==> src/rtl/dmem_pkg.sv <==
// Shared definitions for the data-memory wrapper: address windows, index
// width, arbiter state encoding and a small range-check helper.
package dmem_pkg;

   // Word index width of the 128-word variable data memory.
   localparam int IDX_W = 7;

   // Byte address window of the variable data memory (inclusive bounds).
   localparam logic [31:0] DVAR_BASE = 32'h0000_0800;
   localparam logic [31:0] DVAR_TOP  = 32'h0000_09FC;

   // Width of the starvation counter; holds any legal limit up to 255.
   localparam int WAIT_W = 8;

   // Arbiter states.
   typedef enum logic [1:0] {
      IDLE  = 2'd0,
      WAIT  = 2'd1,
      GRANT = 2'd2,
      ACK   = 2'd3
   } arb_state_e;

   // True when addr lies inside [base, top].
   function automatic logic in_range(input logic [31:0] addr,
                                     input logic [31:0] base,
                                     input logic [31:0] top);
      return (addr >= base) && (addr <= top);
   endfunction

endpackage

==> src/rtl/dmem_addr_decode.sv <==
// Combinational CPU address decode: flags an access that falls inside a
// memory window and extracts the word index. Shared by the variable and
// constant memory paths through the BASE/TOP parameters.
module dmem_addr_decode
   import dmem_pkg::*;
#(
   parameter logic [31:0] BASE = DVAR_BASE,
   parameter logic [31:0] TOP  = DVAR_TOP
) (
   input  logic             re,
   input  logic             we,
   input  logic [31:0]      addr,
   output logic             hit,
   output logic [IDX_W-1:0] idx
);

   assign hit = (re | we) & in_range(addr, BASE, TOP);
   assign idx = addr[IDX_W+1:2];

endmodule

==> src/rtl/dmem_var_arbiter.sv <==
// Write-port arbiter for the variable data memory. The CPU owns the port
// except during the single GRANT cycle of a debug transaction; a debug
// request denied for STARVE_LIMIT cycles is force-granted and the CPU is
// stalled for that cycle. Stall cycles are counted with saturation.
module dmem_var_arbiter
   import dmem_pkg::*;
#(
   parameter int STARVE_LIMIT = 4,
   parameter int CNT_W        = 16
) (
   input  logic             CLK,
   input  logic             RESET,
   input  logic             cpu_re,
   input  logic             cpu_we,
   input  logic [31:0]      cpu_addr,
   input  logic [31:0]      cpu_wdata,
   output logic [31:0]      cpu_rdata,
   output logic             cpu_stall,
   input  logic             dbg_req,
   input  logic             dbg_we,
   input  logic [6:0]       dbg_addr,
   input  logic [31:0]      dbg_wdata,
   output logic             dbg_ack,
   output logic [31:0]      dbg_rdata,
   output logic [6:0]       mem_addr,
   output logic             mem_we,
   output logic [31:0]      mem_wdata,
   input  logic [31:0]      mem_rdata,
   output logic [CNT_W-1:0] stall_cnt
);

   localparam logic [WAIT_W-1:0] LIMIT_C = WAIT_W'(STARVE_LIMIT);

   logic              cpu_hit_s;
   logic [IDX_W-1:0]  cpu_idx_s;
   arb_state_e        state_r;
   arb_state_e        state_nxt_s;
   logic [WAIT_W-1:0] wait_cnt_r;
   logic [WAIT_W-1:0] wait_cnt_nxt_s;
   logic              dbg_ack_r;
   logic [31:0]       dbg_rdata_r;
   logic [CNT_W-1:0]  stall_cnt_r;
   logic              stall_s;
   logic              mem_we_s;
   logic [IDX_W-1:0]  mem_addr_s;
   logic [31:0]       mem_wdata_s;

   dmem_addr_decode #(
      .BASE (DVAR_BASE),
      .TOP  (DVAR_TOP)
   ) u_decode (
      .re   (cpu_re),
      .we   (cpu_we),
      .addr (cpu_addr),
      .hit  (cpu_hit_s),
      .idx  (cpu_idx_s)
   );

   // Next-state logic and memory port mux; CPU drives the port outside GRANT.
   always_comb begin
      state_nxt_s    = state_r;
      wait_cnt_nxt_s = wait_cnt_r;
      mem_addr_s     = cpu_idx_s;
      mem_we_s       = cpu_we & cpu_hit_s;
      mem_wdata_s    = cpu_wdata;
      stall_s        = 1'b0;
      case (state_r)
         IDLE: begin
            if (dbg_req) begin
               if (cpu_hit_s) begin
                  state_nxt_s    = WAIT;
                  wait_cnt_nxt_s = WAIT_W'(1);
               end else begin
                  state_nxt_s = GRANT;
               end
            end else begin
               state_nxt_s = IDLE;
            end
         end
         WAIT: begin
            if (!cpu_hit_s || (wait_cnt_r == LIMIT_C)) begin
               state_nxt_s = GRANT;
            end else begin
               wait_cnt_nxt_s = wait_cnt_r + WAIT_W'(1);
            end
         end
         GRANT: begin
            mem_addr_s  = dbg_addr;
            mem_we_s    = dbg_we;
            mem_wdata_s = dbg_wdata;
            stall_s     = cpu_hit_s;
            state_nxt_s = ACK;
         end
         ACK: begin
            state_nxt_s = IDLE;
         end
         default: begin
            state_nxt_s = IDLE;
         end
      endcase
   end

   // While RESET is high nothing is written and the CPU is never stalled.
   assign mem_we    = mem_we_s & ~RESET;
   assign cpu_stall = stall_s & ~RESET;
   assign mem_addr  = mem_addr_s;
   assign mem_wdata = mem_wdata_s;
   assign cpu_rdata = mem_rdata;
   assign dbg_ack   = dbg_ack_r;
   assign dbg_rdata = dbg_rdata_r;
   assign stall_cnt = stall_cnt_r;

   // State register and starvation counter.
   always_ff @(posedge CLK or posedge RESET) begin
      if (RESET) begin
         state_r    <= IDLE;
         wait_cnt_r <= '0;
      end else begin
         state_r    <= state_nxt_s;
         wait_cnt_r <= wait_cnt_nxt_s;
      end
   end

   // Debug completion pulse and read-before-write capture during GRANT.
   always_ff @(posedge CLK or posedge RESET) begin
      if (RESET) begin
         dbg_ack_r   <= 1'b0;
         dbg_rdata_r <= 32'h0000_0000;
      end else begin
         dbg_ack_r <= (state_r == GRANT);
         if (state_r == GRANT) begin
            dbg_rdata_r <= mem_rdata;
         end else begin
            dbg_rdata_r <= dbg_rdata_r;
         end
      end
   end

   // Saturating count of CPU stall cycles.
   always_ff @(posedge CLK or posedge RESET) begin
      if (RESET) begin
         stall_cnt_r <= '0;
      end else if (cpu_stall && (stall_cnt_r != {CNT_W{1'b1}})) begin
         stall_cnt_r <= stall_cnt_r + CNT_W'(1);
      end else begin
         stall_cnt_r <= stall_cnt_r;
      end
   end

endmodule

==> config.mk <==
export PLATFORM = sky130hd
export DESIGN_NAME = dmem_var_arbiter
export DESIGN_NICKNAME = d
export VERILOG_FILES = /design/src/rtl/dmem_pkg.sv /design/src/rtl/dmem_addr_decode.sv /design/src/rtl/dmem_var_arbiter.sv
export SDC_FILE = /design/constraint.sdc
export NUM_CORES = 1
export LEC_CHECK = 0
export CORE_MARGIN = 2
export CORE_UTILIZATION = 34
export CTS_CLUSTER_SIZE = 8
export DETAILED_ROUTE_END_ITERATION = 12
export PLACE_DENSITY_LB_ADDON = 0.25
export SETUP_SLACK_MARGIN = 0.4
export SYNTH_ARGS = -nofsm -noshare
export SYNTH_HDL_FRONTEND = slang
export SYNTH_SLANG_ARGS = --single-unit
==> constraint.sdc <==
create_clock -name CLK -period 2.8 [get_ports CLK]
set_input_delay 0.42 -clock CLK [delete_from_list [all_inputs] [get_ports CLK]]
set_output_delay 0.42 -clock CLK [all_outputs]
set_load 0.01 [all_outputs]
; Word-level counts from Yosys, hierarchy flattened
; Cells that the tools add are included.
[word_totals]
register_bits = 59
latchBits = 0
mem_bits_rw = 0
mem_bits_ro = 0
input_bits = 141
output_inout_bits = 122
n_memories = 0
[classes]
n_addsub = 2
mul = 0
div = 0
order_cmp = 2
n_eq_ne = 9
n_shift = 0
n_mux = 12
n_bitwise = 6
n_reduce_logical = 7
[ops]
columns = cell, count
row1 = "32-bit by 12-bit >= comparator with 1-bit output, second input constant", 1
row2 = "32-bit by 12-bit less-or-equal comparator with 1-bit output, second input constant", 1
row3 = 32-bit 2-to-1 mux, 1
row4 = 8-bit 2-to-1 mux, 3
row5 = "16-bit by 1-bit adder with 16-bit output, second input constant", 1
row6 = "16-bit inequality test, second input constant", 1
row7 = 8-bit case mux with 2 select lines, 1
row8 = "8-bit by 1-bit adder with 8-bit output, second input constant", 1
row9 = "8-bit by 3-bit == test with 1-bit output, second input constant", 1
row10 = "2-bit inequality test, second input constant", 4
row11 = 2-bit case mux with 4 select lines, 1
row12 = 7-bit 2-to-1 mux, 1
row13 = 2-bit 2-to-1 mux, 3
row14 = 1-bit bitwise AND, 4
row15 = "2-bit == test, second input constant", 2
row16 = 4-bit AND reduction, 1
row17 = "2-bit by 1-bit == test with 1-bit output, second input constant", 1
row18 = 1-bit logical AND, 2
row19 = 2-bit logical NOT, 1
row20 = 1-bit 2-to-1 mux, 2
row21 = 2-bit nonzero test, 1
row22 = 1-bit logical NOT, 1
row23 = 1-bit logical OR, 1
row24 = 1-bit inverter, 1
row25 = 1-bit OR, 1

; Logic depth before layout (Yosys ltp)
; Gate-level depths: netlist of the first run.
[depth]
word_depth = 7
mapped_depth = 8

; Cells and area by module
; From an unflattened synthesis of the first run, not the netlist that was laid out.
[hier_totals]
cells_unflattened = 318
area_unflattened_um2 = 3602.2
[by_module_without_submodules]
columns = module, n_inst, cells_each, area_per_inst_um2
row1 = dmem_var_arbiter, 1, 298, 3455.8
row2 = dmem_addr_decode, 1, 20, 146.4

; Worst setup path before layout of the first run
; Ideal clock, no wire load.
[synth_timing]
kind = input -> register
start = in cpu_addr[13]
end = reg wait_cnt_r[5]
arrival_time_ps = 2039
t_required_ps = 2721
setup_slack_ps = 682
cell_stages = 7
cell_sequence = nor4b_2 > o2111ai_2 > or3_1 > clkbuf_2 > buf_2 > nor4_2 > mux2i_1
[synth_between]
elab_chain_cells = 7
[synth_lines]
columns = element, line
row1 = start: declaration, dmem_var_arbiter.sv:15  ; input logic [31:0] cpu_addr,
row2 = 32-bit by 12-bit >= comparator with 1-bit output or 32-bit by 12-bit less-or-equal comparator with 1-bit output (tied branches), dmem_pkg.sv:27  ; return (addr >= base) && (addr <= top);
row3 = 1-bit logical AND *, dmem_pkg.sv:27
row4 = 1-bit bitwise AND *, dmem_addr_decode.sv:17  ; assign hit = (re | we) & in_range(addr, BASE, TOP);
row5 = 1-bit logical NOT, dmem_var_arbiter.sv:81  ; if (!cpu_hit_s || (wait_cnt_r == LIMIT_C)) begin
row6 = 1-bit logical OR, dmem_var_arbiter.sv:81
row7 = 2-bit inequality test (no line), -
row8 = 4-bit AND reduction (no line) *, -
row9 = end signal: assignment, dmem_var_arbiter.sv:120  ; wait_cnt_r <= wait_cnt_nxt_s;
row10 = end: declaration, dmem_var_arbiter.sv:38  ; logic [WAIT_W-1:0] wait_cnt_r;
; Mark *: on every way between the ends. The rest lies on a longest branch, timed or not.
; A chain may end at the register's enable or synchronous reset.

; Worst setup path in the final report of the first run
[layout_timing]
start = reg state_r[0]
end = out mem_addr[6]
[layout_between]
elab_chain_cells = 2
[layout_lines]
columns = element, line
row1 = start: declaration, dmem_var_arbiter.sv:36  ; arb_state_e state_r;
row2 = start signal: assignment, dmem_var_arbiter.sv:119  ; state_r <= state_nxt_s;
row3 = 2-bit == test, dmem_var_arbiter.sv:67  ; case (state_r)
row4 = 7-bit 2-to-1 mux, dmem_var_arbiter.sv:67
row5 = end: declaration, dmem_var_arbiter.sv:25  ; output logic [6:0] mem_addr,
; Every way passes these cells.

==> results of run 1 <==
[final timing paths]
| check | start | endpoint | slack [ps] | cells past startpoint |
|---|---|---|---|---|
| max | state_r[0] | mem_addr[6] | 440 | 6 |
| min | stall_cnt[11] | stall_cnt[11] | 500 | 1 |
| max reg2reg | state_r[0] | stall_cnt[1] | 500 | 8 |
| min reg2reg | stall_cnt[11] | stall_cnt[11] | 500 | 1 |
| max in group asynchronous | RESET | dbg_rdata[27] | 1670 | 3 |
| min in group asynchronous | RESET | stall_cnt[11] | 530 | 2 |
[layer usage]
layer  vias to the layer above  wire length, um  GRT usage
met5                         -                0          0
met4                         0              272     0.0771
met3                        17             1110     0.0730
met2                       152             6780      0.422
met1                      1563             4730      0.256
li1                       1584                -          -
[layout make-up]
class / instances / area, um^2
Clock inverter: 5 / 37.5
Clock buffer: 11 / 141
Sequential cell: 59 / 1480
Fill cell: 792 / 3170
Timing Repair Buffer: 301 / 3000
Inverter: 6 / 22.5
Multi-Input combinational cell: 188 / 1810
Tap cell: 133 / 166
[through the flow]
step	instance area, um^2	worst slack, ps	hold WS (ps)	std cells	TNS, ps
2_1_floorplan	3460	682	504	299	0
3_3_place_gp	6120	-167	489	662	-330
3_5_place_dp	6120	-187	492	662	-436
4_1_cts	6530	302	502	697	0
5_1_grt	6650	354	513	703	0
6_report	6650	437	500	703	0
[cells in the mapped netlist (all sizes together), types with 2 or more instances]
cell type   n  area [um^2]
nand2b      5         31.3
buf        34          250
and3        3         18.8
o31ai       5         37.5
a21oi       2         10.0
or4         2         15.0
ha          6         75.1
nand3      12         60.1
and2        3         18.8
xnor2      14          123
nand4      11         68.8
inv         6         22.5
nand2      10         37.5
clkbuf     12         46.3
dfrtp      59         1480
nor4        8         68.8
mux2       72          811
o21ai       3         15.0
nand3b      2         15.0
nor2        2         7.51
mux2i       5         50.1
nor2b       2         12.5
nor3        6         30.0
[kinds of logic after synthesis]
family	count (synthesis)
AO/OA/AOI/OAI	18
XOR/XNOR	15
adder cells (fa/ha/maj)	6
buffers and inverters	52
flip-flops	59
multiplexers	77
AND/OR/NAND/NOR	72
[sequential cells by signal, indices dropped and copies added (netlist names)]
name	count
dbg_rdata	32
stall_cnt	16
wait_cnt_r	8
state_r	2
dbg_ack	1
[timing repair]
| item | 4_1_cts | 5_1_grt |
|---|---|---|
| cloned | 2 | 0 |
| pin swaps | 13 | 12 |
| buffers inserted | 17 | 6 |
| setup endpoints to repair | 45 | 38 |
| resized for setup | 65 | 40 |
[report_power, final]
part / leakage [nW] / total, W / internal (W) / switching (W)
registers: 0.742 / 0.00125 / 0.00112 / 0.000132
logic: 2.05 / 0.00301 / 0.00185 / 0.00115
clock network: 0.0859 / 0.000707 / 0.000348 / 0.000359
[worst reg2reg max path, stage by stage (launching register included)]
cell	delay, ps
dfrtp_1	390
inv_2	80
ha_4	200
buf_4	220
nor2b_2	220
nand4_1	160
a2111oi_4	400
buf_12	190
mux2_2	330
==> results.cfg, run 1 <==
[status]
status = complete, no violations

[hold_path]
hp-class = flop to flop

[setup_path]
end_kind = primary output
worstSetupPathType = flop to primary output
crit_buf_inv = 4
start_kind = flop
arrival_ps = 1940
critPathSlowestCell = dfrtp_1
cp.required_ps = 2380
crit_chain = inv_2, ha_4, buf_12, buf_4, mux2_2, dlygate4sd2_1
crit_family = buffers and inverters
crit_path_max_fanout = 10
cp_slowest_stage_delay_ps = 390

[yosys]
synth-async-reset-ratio = 1.00
ys_warn_count = 0
ys_ff_latch = 59
synth_area_um2 = 3460
synth_compound_area_frac = 0.0456
syn-mean-instance-area_um2 = 11.6
synth_top_family_by_area = multiplexers
synth-edff-count = 0
ys_types = 41
synthesis.nets = 446
synth_xor_xnor_area_share = 0.0380
yosys.area_share.simple = 0.127
postSynthCellCount = 299
synth_flop_cell = dfrtp_1
synth.mux.area_fraction = 0.249
synth-seq-area-share = 0.427
yosys.area_share.adder = 0.0217

[timing]
clock_skew_ps = 9.46
period_needed_ps = 2360
finalSetupViolCount = 0
period_share = 0.844
slew_headroom = 0.614
hold_viol = 0
rsz0062_at_grt = yes
tightest_slew_ps = 578
slew_viol_final = 0
clock.fmax_ghz = 0.423

[layout]
nets = 712
antenna_cells = 0
syn2layout_area_growth_pct = 92.2
final_common_cell = clkdlybuf4s50_1
fin_util = 0.677
final_cell_mix = clkdlybuf4s50_1 (199), mux2_2 (72), dfrtp_1 (59)
drive_gt1_frac = 0.274

[floorplanning]
die_y_um = 105
die_w_um = 105
die-area_um2 = 11000
coreArea_um2 = 9820
io_pins = 263
rows = 36
initial_core_util = 0.352

[routing]
drtIter0Drc = 114
routed_via_density = 4.72
wirelength_um = 12900
vias = 3316
wire_per_inst_um = 18.3
route.detailed.drc = 0
firstDrtPassIters = 4
postRouteAntennaNets = 0

[cts]
cts.hold.buffers_added = 0
cts_buffers = 9
clockRootBuffer = clkbuf_8
clkSinkCount = 59
cts_max_path_buffers = 2
cts_max_level = 3
tritoncts = done
path_clk_slew_ps = 70
insertion_delay_ps = 340

[placed_design]
detailed_place_hpwl_um = 10200
routabilityCongestion = 0.781
port_buffers = 262

[global_routing]
grt_max_degree = 35
antenna_found_initial = 0
grt.total_usage = 0.232
grt_pass1_wl_um = 19700
grt_pass1_vias = 3534
overflow = 0

[flow_run]
maxCapViolations = 0

[power]
cellPowerDensity_nw_per_um2 = 746
p_total_w = 0.00496
p_leak_nw = 2.88
ir_drop_mv = 0.340
Power figures use the tool's default switching activity.
==> run 2: changes to the inputs <==
- clock period: 2.8 -> 2.19 ns (I/O delays scaled with it)
==> run 2 against run 1 <==
Net effect: sequential power increased by 28%; via count increased by 14%; critical path type unchanged; worst setup slack got worse by 420 ps; first-iteration DRC count increased by 6.1%; global-route usage increased by 6.0 points; flip-flop and latch count unchanged; critical path depth increased by 1; critical endpoint is now mem_wdata[13]; largest power group unchanged; clock-buffer cell count unchanged; clock skew increased by 2.8 ps.
==> results.cfg, run 2 (synthesized netlist as in run 1, its figures left out) <==
[cts]
cts_buffers = 9
clkSinkCount = 59
cts_max_path_buffers = 2
tritoncts = done
cts_max_level = 3
insertion_delay_ps = 340
path_clk_slew_ps = 80
cts.hold.buffers_added = 0
clockRootBuffer = clkbuf_8

[setup_path]
start_kind = flop
rr_startpoint = state_r[0]
crit_chain = inv_2, ha_4, buf_12, buf_12, buf_16, mux2_2, buf_6
cp.required_ps = 1860
r2r_slack_ps = 70
arrival_ps = 1850
cp_slowest_stage_delay_ps = 390
cp_common_cell = buf_12
worstRegToRegCells = 11
worstReg2RegEnd = wait_cnt_r[5]
worstSetupPathType = flop to primary output
end_kind = primary output
critPathSlowestCell = dfrtp_1
crit_path_max_fanout = 6

[timing]
worst_slack_ps = 14.9
slew_headroom = 0.635
clock.fmax_ghz = 0.460
rsz0062_at_grt = yes
period_share = 0.993
finalSetupViolCount = 0
tightest_slew_ps = 543
slew_viol_final = 0
period_needed_ps = 2180
hold_viol = 0
clock_skew_ps = 12.2

[status]
status = complete, no violations

[placed_design]
detailed_place_hpwl_um = 11700
port_buffers = 262
post-place-cells = 670
dp_slack_ps = -580
routabilityCongestion = 0.858

[floorplanning]
initial_core_util = 0.352
io_pins = 263
coreArea_um2 = 9820
die_y_um = 105
die_w_um = 105
rows = 36
die-area_um2 = 11000

[power]
netSwitchingPower_w = 0.00274
ir_drop_mv = 0.782
p_clk_frac = 0.122
p_total_w = 0.00840
p_sw_frac = 0.326
p_comb_frac = 0.687
cellPowerDensity_nw_per_um2 = 1100
seqPwrFrac = 0.191
p_leak_nw = 3.33
intPower_w = 0.00566

[routing]
postRouteAntennaNets = 0
firstDrtPassIters = 4
wire_per_inst_um = 22.6
wirelength_um = 17000
route.detailed.drc = 0
routed_via_density = 5.02
vias = 3775
drtIter0Drc = 121

[layout]
final_cells = 752
drive_gt1_frac = 0.469
nets = 760
nFillCells = 607
final_cell_mix = clkdlybuf4s50_1 (187), buf_6 (69), dfrtp_1 (57)
syn2layout_area_growth_pct = 121
largest_reg_flops = 32
final_common_cell = clkdlybuf4s50_1

[global_routing]
grt_max_degree = 60
antenna_found_initial = 2
grt_pass1_vias = 3998
grt.total_usage = 0.293
overflow = 0
grt_pass1_wl_um = 23900

[hold_path]
holdPathStages = 1
hp-class = flop to flop
min_from = stall_cnt[15]
whs_endpoint = stall_cnt[15]

[flow_run]
maxCapViolations = 0
[run 2: cell count changes in the layout (fill, tap and decap cells not counted), sizes merged]
cell / previous run / this run
clkbuf: 17 / 19
diode: 0 / 1
buf: 40 / 134
clkinv: 2 / 3
clkdlybuf4s15: 1 / 5
bufinv: 0 / 1
clkdlybuf4s50: 199 / 187
bufbuf: 1 / 0
dlymetal6s2s: 18 / 1
clkinvlp: 2 / 1
inv: 7 / 6
dlygate4sd2: 36 / 14
[run 2: timing repair]
action,CTS,global route
resized for setup,330,128
pin swaps,36,27
endpoints found under the setup margin,67,80
setup buffers,37,23
hold endpoints to repair,0,0
cloned,3,2
[run 2: metal layers]
layer | GRT usage | vias up | share of wire
met5 | 0 | - | 0.00076
met1 | 0.331 | 1838 | 0.38
met3 | 0.108 | 47 | 0.089
met2 | 0.495 | 209 | 0.49
met4 | 0.124 | 2 | 0.043
li1 | - | 1679 | -
[run 2: area by class of cell]
| type | count | area, um^2 | area share |
|---|---|---|---|
| antenna | 1 | 2.50 | 0.000327 |
| inverter | 6 | 22.5 | 0.00294 |
| multi-input combinational | 188 | 2250 | 0.294 |
| tap | 133 | 166 | 0.0217 |
| clock inverter | 5 | 52.6 | 0.00686 |
| timing repair buffer | 349 | 3540 | 0.463 |
| clock buffer | 11 | 141 | 0.0185 |
| sequential | 59 | 1480 | 0.193 |
[run 2: power by group through the flow]
stage | sequential (W) | clock, W | combinational [W]
5_1_grt | 0.00164 | 0.00109 | 0.00600
6_report | 0.00160 | 0.00102 | 0.00577
4_1_cts | 0.00160 | 0.00103 | 0.00470
3_3_place_gp | 0.00160 | 0 | 0.00362
2_1_floorplan | 0.00175 | 0 | 0.00156
3_5_place_dp | 0.00161 | 0 | 0.00366
[run 2: how the worst max path moves through the flow]
stage                      start       endpoint  slack (ps)  depth (start not counted)
floorplan           stall_cnt[0]  stall_cnt[13]         330                          7
global placement    cpu_addr[15]         mem_we        -610                          8
detailed placement  cpu_addr[15]         mem_we        -580                          8
CTS                   state_r[0]    mem_addr[0]          20                          7
global route          state_r[0]  mem_wdata[13]         -30                          7
finish                state_r[0]  mem_wdata[13]          10                          7
[run 2: worst max-delay path, delay by kind of cell, from the launching register on]
| kind | cells | cell delay (ps) |
|---|---|---|
| buffers and inverters | 5 | 580 |
| adder cells (fa/ha/maj) | 1 | 180 |
| multiplexers | 1 | 360 |
| flip-flops | 1 | 390 |
[run 2: stage by stage]
stage / area (um^2) / util / hold slack [ps] / setup TNS, ps
final: 7660 / 0.780 / 495 / 0
after global routing: 7660 / 0.780 / 512 / -57.9
after CTS: 7050 / 0.718 / 503 / 0
after detailed placement: 6230 / 0.634 / 489 / -9190
after global placement: 6230 / 0.634 / 488 / -8810
after floorplan: 3530 / - / 480 / 0
